[src/rtl/seq_logic_pkg.sv]
// Shared definitions for the sliced logic unit: op codes and FSM state encoding.
// Imported by the slice datapath and the top-level sequencer.
package seq_logic_pkg;

    localparam logic [2:0] OP_AND  = 3'b000;
    localparam logic [2:0] OP_OR   = 3'b001;
    localparam logic [2:0] OP_XOR  = 3'b010;
    localparam logic [2:0] OP_NOR  = 3'b011;
    localparam logic [2:0] OP_ANDN = 3'b100;
    localparam logic [2:0] OP_ORN  = 3'b101;

    typedef enum logic [1:0] {
        IDLE = 2'd0,
        BUSY = 2'd1,
        DONE = 2'd2
    } state_t;

endpackage

[src/rtl/logic_slice.sv]
// Combinational bitwise operator for one SLICE-wide chunk of the operands.
// Unknown op codes produce an all-zero slice and raise the illegal flag.
module logic_slice
    import seq_logic_pkg::*;
#(
    parameter int SLICE = 8
) (
    input  logic [2:0]       op,
    input  logic [SLICE-1:0] a_slice,
    input  logic [SLICE-1:0] b_slice,
    output logic [SLICE-1:0] y,
    output logic             illegal
);

    // Single decode shared by every slice position; the sequencer muxes operands in.
    always_comb begin
        y       = '0;
        illegal = 1'b0;
        case (op)
            OP_AND:  y = a_slice & b_slice;
            OP_OR:   y = a_slice | b_slice;
            OP_XOR:  y = a_slice ^ b_slice;
            OP_NOR:  y = ~(a_slice | b_slice);
            OP_ANDN: y = a_slice & ~b_slice;
            OP_ORN:  y = a_slice | ~b_slice;
            default: illegal = 1'b1;
        endcase
    end

endmodule

[src/rtl/seq_logic_unit.sv]
// Multi-cycle bitwise logic unit: operands are processed one SLICE-bit chunk per
// clock, LSB chunk first, with valid/ready handshakes on command and result sides.
module seq_logic_unit
    import seq_logic_pkg::*;
#(
    parameter int WIDTH = 32,
    parameter int SLICE = 8
) (
    input  logic             clk,
    input  logic             reset,
    input  logic             cmd_valid,
    output logic             cmd_ready,
    input  logic [2:0]       op,
    input  logic [WIDTH-1:0] a,
    input  logic [WIDTH-1:0] b,
    output logic             res_valid,
    input  logic             res_ready,
    output logic [WIDTH-1:0] result,
    output logic             zero,
    output logic             err
);

    localparam int NSLICE = (SLICE > 0) ? (WIDTH / SLICE) : 1;
    localparam int CNT_W  = (NSLICE > 1) ? $clog2(NSLICE) : 1;
    localparam logic [CNT_W-1:0] LAST = CNT_W'(NSLICE - 1);

    generate
        if (SLICE < 1) begin : g_bad_slice
            $error("seq_logic_unit: SLICE must be at least 1");
        end else if ((WIDTH % SLICE) != 0) begin : g_bad_width
            $error("seq_logic_unit: WIDTH must be a multiple of SLICE");
        end
    endgenerate

    state_t                        state_q, state_d;
    logic [CNT_W-1:0]              cnt_q, cnt_d;
    logic [NSLICE-1:0][SLICE-1:0]  opA_q, opA_d;
    logic [NSLICE-1:0][SLICE-1:0]  opB_q, opB_d;
    logic [2:0]                    opCode_q, opCode_d;
    logic [NSLICE-1:0][SLICE-1:0]  result_q, result_d;
    logic                          zero_q, zero_d;
    logic                          err_q, err_d;

    logic [SLICE-1:0]              sliceY;
    logic                          sliceIllegal;

    logic_slice #(.SLICE(SLICE)) u_slice (
        .op      (opCode_q),
        .a_slice (opA_q[cnt_q]),
        .b_slice (opB_q[cnt_q]),
        .y       (sliceY),
        .illegal (sliceIllegal)
    );

    // Reset clears every latch so a discarded command leaves no trace.
    always_ff @(posedge clk or posedge reset) begin
        if (reset) begin
            state_q  <= IDLE;
            cnt_q    <= '0;
            opA_q    <= '0;
            opB_q    <= '0;
            opCode_q <= '0;
            result_q <= '0;
            zero_q   <= 1'b0;
            err_q    <= 1'b0;
        end else begin
            state_q  <= state_d;
            cnt_q    <= cnt_d;
            opA_q    <= opA_d;
            opB_q    <= opB_d;
            opCode_q <= opCode_d;
            result_q <= result_d;
            zero_q   <= zero_d;
            err_q    <= err_d;
        end
    end

    // Sequencer; zero and err are taken from the fully assembled word on the last slice.
    always_comb begin
        state_d   = state_q;
        cnt_d     = cnt_q;
        opA_d     = opA_q;
        opB_d     = opB_q;
        opCode_d  = opCode_q;
        result_d  = result_q;
        zero_d    = zero_q;
        err_d     = err_q;
        cmd_ready = 1'b0;
        res_valid = 1'b0;
        case (state_q)
            IDLE: begin
                cmd_ready = 1'b1;
                if (cmd_valid) begin
                    opA_d    = a;
                    opB_d    = b;
                    opCode_d = op;
                    result_d = '0;
                    cnt_d    = '0;
                    zero_d   = 1'b0;
                    err_d    = 1'b0;
                    state_d  = BUSY;
                end
            end
            BUSY: begin
                result_d[cnt_q] = sliceY;
                if (cnt_q == LAST) begin
                    zero_d  = (result_d == '0);
                    err_d   = sliceIllegal;
                    state_d = DONE;
                end else begin
                    cnt_d = cnt_q + 1'b1;
                end
            end
            DONE: begin
                res_valid = 1'b1;
                if (res_ready) begin
                    state_d = IDLE;
                end
            end
            default: state_d = IDLE;
        endcase
    end

    assign result = result_q;
    assign zero   = zero_q;
    assign err    = err_q;

endmodule
[config.mk]
export PLATFORM = sky130hd
export DESIGN_NAME = seq_logic_unit
export DESIGN_NICKNAME = d
export VERILOG_FILES = /design/src/rtl/seq_logic_pkg.sv /design/src/rtl/logic_slice.sv /design/src/rtl/seq_logic_unit.sv
export SDC_FILE = /design/constraint.sdc
export NUM_CORES = 1
export LEC_CHECK = 0
export ABC_AREA = 1
export BUFFER_PORTS_ARGS = -buffer_cell sky130_fd_sc_hd__buf_4
export CORE_MARGIN = 8
export CORE_UTILIZATION = 40
export DETAILED_ROUTE_END_ITERATION = 7
export GPL_ROUTABILITY_DRIVEN = 0
export SETUP_SLACK_MARGIN = 0.4
export SYNTH_ARGS = -nofsm -noshare
export SYNTH_HDL_FRONTEND = slang
export SYNTH_SLANG_ARGS = --single-unit
[constraint.sdc]
create_clock -name clk -period 4.1 [get_ports clk]
set_input_delay 1.23 -clock clk [delete_from_list [all_inputs] [get_ports clk]]
set_output_delay 1.23 -clock clk [all_outputs]
set_load 0.01 [all_outputs]
# Word-level counts from Yosys, hierarchy flattened
# Index checks and enable logic that the tools add are counted.
# Widths: inputs -> output; s select.
# classes
n_addsub,1
magnitude_cmp,2
n_eq_ne,12
muxes,25
bitwise_logic,7
n_reduce_logical,11
# op_table
cell,n
$pmux 32 s2,1
$pmux 8 s6,1
$bmux 8 s2,2
$bwmux 32,1
$logic_not 32->1,1
$mux 32,1
$mux 8,3
$and 8x8->8,2
$demux 8 s2,1
$not 8->8,2
$or 8x8->8,2
$mux 2,5
$reduce_and 3->1,3
$ne 2x2->1 const B,4
$xor 8x8->8,1
$eq 3x2->1 const B,2
$eq 3x3->1 const B,2
$mux 1,6
$pmux 2 s3,1
$reduce_or 6->1,1
$eq 2x2->1 const B,2
$pmux 1 s2,2
$pmux 2 s2,1
$reduce_and 2->1,2
other kinds (9),9
# word_totals
ff_bits,105
input_bits,71
output_inout_bits,36
word_cells,75

# Longest topological paths before layout
# Gate-level depths: netlist (run 1).
# depth
ltp_word,9
mapped_depth,19
ltp_nobuf,17

# By module
# A second synthesis (run 1) with hierarchy kept.
# hier_totals
hier_cells,825
area_unflattened_um2,5845.6
# modules_own_cells
module,instances,cells_each,area_per_inst_um2
seq_logic_unit,1,652,4964.8
logic_slice,1,173,880.8

# Worst setup path before layout (run 1)
# No wires, ideal clock.
# synth_path
path_type,reg-to-reg
start,register cnt_q[0]
end,register zero_q (netlist: zero)
setup_ps,65
arrival_time_ps,2058
required_ps,4035
path_slack_ps,1977
path_stages_with_launch,19
path_buffers,2
period_less_slack_ps,2123
cell_sequence,dfrtp_1 -> buf_4 -> inv_4 -> buf_4 -> nand2_1 -> nand3_1 -> nand2_1 -> ha_1 -> nand2_1 -> o21ai_0 -> nor2_1 -> nand3_1 -> nand2_1 -> nand2_1 -> nor2_1 -> nand2_1 -> nor2_1 -> nand2_1 -> nand2_1
# synth_via
elab_chain_cells,9
# synth_rtl
element,line,rtl
start: declaration,seq_logic_unit.sv:36,"logic [CNT_W-1:0] cnt_q, cnt_d;"
start signal: assignment,seq_logic_unit.sv:68,cnt_q <= cnt_d;
"$bmux 8 s2, on equally long branches","seq_logic_unit.sv:50, seq_logic_unit.sv:49",
"$mux 8, on equally long branches","seq_logic_unit.sv:50, seq_logic_unit.sv:49",
$not 8->8 / $or 8x8->8 (equally long branches),--,
"$or 8x8->8, or another cell as far along",logic_slice.sv:25,OP_ORN: y = a_slice | ~b_slice;
$pmux 8 s6,logic_slice.sv:19,case (op)
$bwmux 32,seq_logic_unit.sv:105,result_d[cnt_q] = sliceY;
$logic_not 32->1,seq_logic_unit.sv:107,zero_d = (result_d == '0);
$mux 1,seq_logic_unit.sv:106,if (cnt_q == LAST) begin
$pmux 1 s2,seq_logic_unit.sv:90,case (state_q)
end signal: assignment,seq_logic_unit.sv:73,zero_q <= zero_d;
end: declaration,seq_logic_unit.sv:41,"logic zero_q, zero_d;"
# Several ways; a longest one is shown, not always the timed one. The select of a mux whose other input is x is not followed.
# A chain may end at the register's enable or synchronous reset.

# Worst setup path in the final report (run 1)
# Ends and elaborated chain as after synthesis.

==> results_dict.tcl, run 1 <==
set metrics [dict create \
    grt_pass1_wl_um 26700 \
    met1_usage_pct 24.5 \
    fp.dieW_um 136 \
    cts_sinks 105 \
    post_drt_wl_per_cell_um 15.5 \
    grt_util_met3_pct 3.38 \
    cp.arrival_ns 3.17 \
    power.leakage_nw 3.74 \
    path_clk_slew_ns 0.07 \
    pwr-share-seq_pct 30.3 \
    synth_xor_area_share_pct 0 \
    top_usage_layer "met2" \
    grt_pass1_vias 5391 \
    grt_overflow 0 \
    cts_buffers 9 \
    powerDensity_nw_per_um2 863 \
    slew_violations 0 \
    layout_min_cycle_time_ns 2.87 \
    hold_path_class "reg -> reg" \
    layout_commonest_cell "nand2_1" \
    ir_worst_vdd_mv 0.293 \
    criticalPathCategory "reg -> reg" \
    ant_nets 0 \
    cp_cell_sequence "buf_4 -> inv_4 -> nand2_1 -> nand3_1 -> nand2_1 -> ha_1 -> nand2_1 -> o21ai_0 -> nor2_1 -> nand3_1 -> nand2_1 -> nand2_1 -> nor2_1 -> nand2_1 -> nor2_1 -> nand2_1 -> nand2_1" \
    yosys_warnings 0 \
    via_count 5287 \
    final_area_um2 6940 \
    cts_buffer_depth 2 \
    hpwl_um 11700 \
    synth_top_family_by_area "simple AND/OR/NAND/NOR gates" \
    slowest_delay_ns 0.40 \
    drc 0 \
    clkLatencyLatePin_ns 0.35 \
    final_cell_mix "nand2_1 (380), buf_4 (113), dfrtp_1 (105)" \
    fmax_mhz 348 \
    synth_compound_area_share_pct 5.55 \
    grt_use_total_pct 18.2 \
    place_area_um2 6630 \
    via_per_inst 5.01 \
    cts-resized-gates 0 \
    grt_setup_unrepaired "no" \
    postCtsSetupRepairBufs 0 \
    diodes 0 \
    synthMuxAreaShare_pct 0.524 \
    fp.dieArea_um2 18400 \
    skew_ns 0.00835 \
    ys_ff_latch 105 \
    cp.required_ns 4.40 \
    final-seq-area_um2 2630 \
    fin_nets 962 \
    synth_cell_types 25 \
    area_growth_pct 21.2 \
    grt_max_degree 106 \
    switchingPower_w 0.00281 \
    drive_gt1_share_pct 18.0 \
    drt_iter0_markers 296 \
    hold_viol_final 0 \
    internal-power_w 0.00318 \
    cap_violations 0 \
    clockRootBuffer "clkbuf_16" \
    fin_tns_setup_ns 0 \
    syn-num-nets 873 \
    multi_input_area_um2 2690 \
    grt_util_met2_pct 28.1 \
    synth_adder_area_share_pct 4.37 \
    end_kind "flip-flop" \
    drt-pass1-iter-count 4 \
    io_buffer_count 106 \
    finish.utilization_pct 49.8 \
    worstSetupStartpointType "flip-flop" \
    initial_core_util_pct 41.1 \
    synth.avg_cell_area_um2 7.32 \
    power_frac_comb_pct 54.6 \
    fillers 1392 \
    cp_max_fo 36 \
    ys_seq_area_share_pct 45.9 \
    finalSetupViolCount 0 \
    totalWireLength_um 16300 \
    synth_simple_gate_area_share_pct 36.4 \
    worst_slew_pin_slew_ns 0.607 \
    io_pins 107 \
    cts_tree "done" \
    maxSlewHeadroom_pct 59.5 \
    synthCells 782 \
    antenna_found_initial 0 \
    crit_path_frequent_cell "nand2_1" \
    core_area_um2 13900 \
    htreeDepth 3 \
    syn_area_um2 5730 \
    fin_crit_sh_pct 70.0 \
    switching_share_pct 46.9 \
    die_y_um 136 \
    cts_hold_buffers 0 \
    slowest_stage "nor2_1" \
    rows 43 \
    status "complete, no violations" \
    p_clk_share_pct 15.1 \
]
## kinds of logic after synthesis
family                     Yosys count
and+or+nand+nor                    507
adders and majority gates           20
DFF                                105
AOI/OAI and AO/OA                   54
muxes                                3
buffers and inverters               93
## cell type report
| cell class | count | area share [%] |
|---|---|---|
| clock buffer | 14 | 3.95 |
| inverter | 57 | 3.19 |
| tap | 180 | 3.25 |
| clock inverter | 2 | 0.505 |
| sequential | 105 | 37.9 |
| multi-input combinational | 584 | 38.7 |
| timing repair buffer | 114 | 12.5 |
## layer usage
layer  wire length [um]  up-vias
met5                  0        -
met4                390        0
met3                887       26
met2               7400      134
met1               7650     2483
li1                   -     2644
## through the flow
stage | setup slack (ns) | hold slack (ns) | instances | total power, W
floorplan | 1.61 | 0.449 | 782 | 0.00413
global placement | 1.25 | 0.464 | 1040 | 0.00503
detailed placement | 1.14 | 0.467 | 1040 | 0.00511
CTS | 1.31 | 0.485 | 1056 | 0.00603
global route | 1.01 | 0.501 | 1056 | 0.00656
finish | 1.23 | 0.482 | 1056 | 0.00599
## state kept, by name (all words and copies together) (netlist names)
register and flops:
err 1, opA_q 32, result 32, zero 1, opCode_q 3, opB_q 32, state_q 2, cnt_q 2
## worst max-delay path: cells and delay by family, from the launching register on
kind | cells | cell delay (ns)
compound gates | 1 | 0.08
fa+ha+maj | 1 | 0.31
buf+inv | 2 | 0.50
flops | 1 | 0.38
simple gates | 13 | 1.54
## power groups by stage
stage	registers, W	clock network [W]	logic [W]
2_1_floorplan	0.00180	0	0.00232
3_3_place_gp	0.00182	0	0.00320
3_5_place_dp	0.00183	0	0.00328
4_1_cts	0.00181	0.000915	0.00330
5_1_grt	0.00188	0.000960	0.00372
6_report	0.00181	0.000903	0.00327
## cell usage after synthesis
| master | n | area, um^2 |
|---|---|---|
| nand2_1 | 381 | 1430 |
| dfrtp_1 | 105 | 2630 |
| nand3_1 | 76 | 380 |
| inv_1 | 49 | 184 |
| o22ai_1 | 30 | 188 |
| nor2_1 | 29 | 109 |
| o21ai_0 | 21 | 105 |
| ha_1 | 20 | 250 |
| clkbuf_1 | 19 | 71.3 |
| nand3_2 | 9 | 90.1 |
| nand2_2 | 6 | 37.5 |
| buf_2 | 5 | 25.0 |
| buf_4 | 5 | 37.5 |
| buf_6 | 5 | 56.3 |
| inv_2 | 5 | 18.8 |
| nor2_2 | 5 | 31.3 |
| mux2i_1 | 3 | 30.0 |
| buf_1 | 2 | 7.51 |
| a22o_1 | 1 | 8.76 |
| clkinv_1 | 1 | 3.75 |
| clkinv_2 | 1 | 5.00 |
| inv_4 | 1 | 6.26 |
| nand4_1 | 1 | 6.26 |
| o21ai_2 | 1 | 8.76 |
| o31ai_1 | 1 | 7.51 |
## worst paths after layout
check                                from         to  slack [ns]  cells after the start
worst max register to register   cnt_q[0]       zero        1.23                     17
worst min-delay path            opB_q[15]  opB_q[15]        0.48                      2
worst max-delay path             cnt_q[0]       zero        1.23                     17
min in group asynchronous           reset  opB_q[22]        1.03                      3
max in group asynchronous           reset  result[5]        2.61                      3
worst min register to register  opB_q[15]  opB_q[15]        0.48                      2
Note: power is estimated with default switching activity, not from simulation.
==> run 2: changes to the inputs <==
- ABC_AREA: 1 -> 0
- clock period: 4.1 -> 2.45 ns (I/O delays scaled with it)
==> results_dict.tcl, run 2 <==
set metrics [dict create \
    synth_common_cells "dfrtp_1 (105), mux2_2 (75), a22o_1 (27)" \
    cp.arrival_ns 3.20 \
    initial_core_util_pct 41.1 \
    ys_seq_area_share_pct 48.1 \
    ys_ff_latch 105 \
    io_pins 107 \
    slowest_stage "mux4_2" \
    worst_slew_pin_slew_ns 0.799 \
    end_kind "flip-flop" \
    cp_cell_sequence "buf_12 -> mux4_2 -> inv_2 -> ha_4 -> mux2_4 -> a211oi_2 -> o21ai_2 -> nor4_2 -> o221ai_1 -> nor3_1 -> a32o_1" \
    core_area_um2 13300 \
    cp_max_fo 8 \
    final-seq-area_um2 2630 \
    status "complete, but fails checks" \
    area_growth_pct 34.0 \
    clkLatencyLatePin_ns 0.36 \
    criticalPathCategory "reg -> reg" \
    skew_ns 0.0105 \
    grt_pass1_wl_um 22500 \
    worst-path-stages 11 \
    synthCells 429 \
    drt-pass1-iter-count 4 \
    clockRootBuffer "clkbuf_16" \
    worstSetupStartpointType "flip-flop" \
    fin_nets 671 \
    cap_violations 0 \
    yosysTopAreaCell "dfrtp_1" \
    syn-num-nets 520 \
    synth_ff_type "dfrtp_1" \
    r2r_start "cnt_q[0]" \
    io_buffer_count 106 \
    rows 42 \
    fillers 1152 \
    totalWireLength_um 13700 \
    cts_hold_buffers 0 \
    grt_max_degree 106 \
    cts_buffer_depth 2 \
    synth_cell_types 49 \
    fp.dieArea_um2 17600 \
    via_count 3975 \
    synth_top_area_share_pct 48.1 \
    power.leakage_nw 3.35 \
    hold_viol_final 0 \
    worstRegToRegCells 11 \
    antenna_found_initial 0 \
    drt_iter0_markers 243 \
    powerDensity_nw_per_um2 1570 \
    synth.avg_cell_area_um2 12.7 \
    cts_buffers 9 \
    synth_area_leaders "dfrtp_1 (48%), mux2_2 (15%), mux4_2 (5.0%)" \
    synth_edf_count 0 \
    ant_nets 0 \
    wl_met2_um 6670 \
    fin_ws_ns -0.457 \
    slowest_delay_ns 0.53 \
    finalSetupViolCount 32 \
    cts_sinks 105 \
    drive_gt1_share_pct 55.6 \
    multi_input_area_um2 2730 \
    post_drt_wl_per_cell_um 18.0 \
    cts_tree "done" \
    grt_overflow 0 \
    fp.dieW_um 133 \
    syn_area_um2 5460 \
    reg2reg_slack_ns -0.46 \
    htreeDepth 3 \
    synthArstFlopShare_pct 100 \
    layout_min_cycle_time_ns 2.91 \
    yosys_warnings 0 \
    topRoutingLayerUsed "met4" \
    layout_commonest_cell "buf_4" \
    synth.most_common_cell "dfrtp_1" \
    fin_crit_sh_pct 119 \
    critPathBufInv 2 \
    die_y_um 133 \
    startpoint "cnt_q[0]" \
    grt_use_total_pct 15.9 \
    ir_worst_vdd_mv 0.608 \
    fmax_mhz 344 \
    path_clk_slew_ns 0.07 \
    via_per_inst 5.22 \
    maxSlewHeadroom_pct 46.6 \
    diodes 0 \
    drc 0 \
    hpwl_um 10500 \
    setup.worst_path.end "zero" \
    cp.required_ns 2.74 \
    finish.utilization_pct 55.0 \
    timing.hold.ws_ns 0.505 \
    final_cell_mix "buf_4 (159), dfrtp_1 (104), mux2_2 (70)" \
    hold_path_class "reg -> reg" \
    route.met3.wl_um 705 \
    regToRegEndpoint "zero" \
    grt_setup_unrepaired "yes" \
    drt-met1-wl_um 6120 \
    violations "negative setup slack" \
    grt_pass1_vias 4317 \
    slew_violations 0 \
    crit_family "multiplexers" \
]
run 2: how the worst min path moves through the flow:
stage                    from   endpoint  slack [ns]  cells after the start
floorplan           opB_q[15]  opB_q[15]        0.47                      1
global placement    opB_q[19]  opB_q[19]        0.48                      1
detailed placement  opA_q[28]  opA_q[28]        0.49                      1
CTS                 opA_q[28]  opA_q[28]        0.51                      1
global route        opA_q[19]  opA_q[19]        0.52                      1
finish              opA_q[28]  opA_q[28]        0.51                      1
run 2: logic make-up after synthesis:
family | after synthesis | share of synthesized area (%)
adders and majority gates | 20 | 4.58
muxes | 95 | 23.1
xor gates and xnor gates | 8 | 1.28
DFF | 105 | 48.1
and+or+nand+nor | 83 | 8.14
buffers and inverters | 50 | 5.23
AOI/OAI and AO/OA | 68 | 9.56
run 2: area by class of cell:
| type | instances | share of cell area (%) |
|---|---|---|
| Timing Repair Buffer | 169 | 18.5 |
| Multi-Input combinational cell | 274 | 37.3 |
| Tap cell | 176 | 3.01 |
| Inverter | 21 | 1.13 |
| Clock buffer | 9 | 3.08 |
| Clock inverter | 7 | 1.03 |
| Sequential cell | 105 | 35.9 |
run 2: layer usage:
metal | GRT usage, % | vias to the layer above
met4 | 6.44 | 0
li1 | - | 1879
met2 | 25.8 | 99
met3 | 4.43 | 16
met1 | 19.7 | 1981
met5 | 0 | -
run 2: power by group:
part	internal, W	switching, W	leakage (nW)	total [W]
clock network	0.000801	0.000656	0.151	0.00146
registers	0.00250	0.000501	1.30	0.00300
logic	0.00385	0.00316	1.90	0.00702
total	0.00716	0.00432	3.35	0.0115
run 2: repair_timing:
action                     4_1_cts  5_1_grt
setup endpoints to repair       33       34
setup buffers                    2        7
pin swaps                        4       22
gates resized for setup          3       34
run 2: per-stage QoR:
step           instances  setup slack, ns  area (um^2)  setup TNS (ns)  total power [W]
6_report             761           -0.457         7310           -6.49           0.0115
5_1_grt              761           -0.616         7310          -10.19           0.0123
4_1_cts              754           -0.488         7140           -7.61           0.0110
3_5_place_dp         736           -0.512         6810           -7.40          0.00943
3_3_place_gp         736           -0.466         6810           -6.08          0.00920
2_1_floorplan        429           -0.315         5540           -1.15          0.00711
==> run 3: changes to the inputs <==
- RECOVER_POWER: unset -> 100
==> results_dict.tcl, run 3 (synthesis gave the netlist of run 2 again) <==
set metrics [dict create \
    final_cell_mix "buf_4 (158), dfrtp_1 (104), mux2_2 (70)" \
    clkLatencyLatePin_ns 0.35 \
    cp_cell_sequence "buf_12 -> mux4_2 -> inv_2 -> ha_4 -> mux2_4 -> a211oi_2 -> o21ai_2 -> nor4_2 -> o221ai_1 -> nor3_1 -> a32o_1" \
    startpoint "cnt_q[0]" \
    power.total_w 0.0115 \
    diodes 0 \
    powerDensity_nw_per_um2 1570 \
    instances_no_fill 761 \
    fillers 1155 \
    antenna_found_initial 0 \
    fp.dieW_um 133 \
    power.leakage_nw 3.34 \
    initial_core_util_pct 41.1 \
    fmax_mhz 344 \
    reg2reg_slack_ns -0.46 \
    post_drt_wl_per_cell_um 18.0 \
    grt_pass1_vias 4317 \
    io_pins 107 \
    cp_max_fo 8 \
    cts_sinks 105 \
    finalSetupViolCount 32 \
    slowest_delay_ns 0.53 \
    crit_family "multiplexers" \
    worstSetupStartpointType "flip-flop" \
    dp_worst_setup_slack_ns -0.512 \
    cts_tree "done" \
    hold_viol_final 0 \
    cap_violations 0 \
    cts_buffer_depth 2 \
    finish.utilization_pct 54.9 \
    cp.arrival_ns 3.20 \
    path_clk_slew_ns 0.07 \
    criticalPathCategory "reg -> reg" \
    grt_max_degree 106 \
    die_y_um 133 \
    drt_iter0_markers 300 \
    fin_crit_sh_pct 119 \
    fin_tns_setup_ns -6.38 \
    setup.worst_path.end "zero" \
    maxSlewHeadroom_pct 4.07 \
    fin_ws_ns -0.457 \
    status "complete, but fails checks" \
    violations "negative setup slack" \
    grt_overflow 0 \
    regToRegEndpoint "zero" \
    drc 0 \
    layout_min_cycle_time_ns 2.91 \
    io_buffer_count 106 \
    skew_ns 0.00955 \
    ir_worst_vdd_mv 0.606 \
    fin_nets 671 \
    worst-path-stages 11 \
    rows 42 \
    cts_buffers 9 \
    hold_path_class "reg -> reg" \
    hpwl_um 10500 \
    drive_gt1_share_pct 55.6 \
    fp.dieArea_um2 17600 \
    worst_slew_pin_slew_ns 1.44 \
    layout_commonest_cell "buf_4" \
    drt-pass1-iter-count 4 \
    placedCellCount 736 \
    critPathBufInv 2 \
    grt_setup_unrepaired "yes" \
    htreeDepth 3 \
    via_per_inst 5.24 \
    via_count 3984 \
    r2r_start "cnt_q[0]" \
    grt_pass1_wl_um 22500 \
    cp.required_ns 2.74 \
    ant_nets 0 \
    grt_use_total_pct 15.9 \
    area_growth_pct 33.7 \
    worstRegToRegCells 11 \
    totalWireLength_um 13700 \
    core_area_um2 13300 \
    slew_violations 0 \
    end_kind "flip-flop" \
    slowest_stage "mux4_2" \
    clockRootBuffer "clkbuf_16" \
]
## run 3: changes by cell type in the layout (fill, tap and decap cells not counted)
cell and change:
clkbuf_4 +2, buf_12 -1, buf_4 -1, clkinvlp_2 +1, clkinvlp_4 -1
## run 3: through the flow
stage / instance area (um^2) / hold slack [ns]
6_report: 7300 / 0.505
5_1_grt: 7300 / 0.520
4_1_cts: 7140 / 0.509
3_5_place_dp: 6810 / 0.492
3_3_place_gp: 6810 / 0.482
2_1_floorplan: 5540 / 0.472
## run 3: final cells by class
type,count,area (um^2),area share [%]
clock inverter,7,75.1,1.03
multi-input combinational,274,2730,37.4
timing repair buffer,169,1340,18.3
sequential,105,2630,36.0
clock buffer,9,225,3.09
inverter,21,80.1,1.10
tap,176,220,3.02
## run 3: layer usage
layer	share of wire [%]	vias to the layer above	GRT usage (%)
li1	-	1881	-
met2	49	111	25.8
met3	5.9	17	4.43
met1	44	1975	19.7
met5	0	-	0
met4	1.8	0	6.44
## run 3: worst min path at each step
stage / from / to / cells past startpoint / slack, ns
CTS: opA_q[28] / opA_q[28] / 1 / 0.51
global route: opA_q[19] / opA_q[19] / 1 / 0.52
global placement: opB_q[19] / opB_q[19] / 1 / 0.48
floorplan: opB_q[15] / opB_q[15] / 1 / 0.47
detailed placement: opA_q[28] / opA_q[28] / 1 / 0.49
finish: opB_q[19] / opB_q[19] / 1 / 0.50
## run 3: what timing repair did
item,CTS,global route
endpoints found under the setup margin,33,34
pin swaps,4,22
gates resized for setup,3,34
cloned,0,0
hold buffers,0,0
setup buffers,2,7
## run 3: power breakdown
group          total (W)  switching (W)  internal (W)
registers        0.00300       0.000499       0.00250
logic            0.00700        0.00315       0.00385
clock network    0.00145       0.000651      0.000801
total             0.0115        0.00430       0.00715
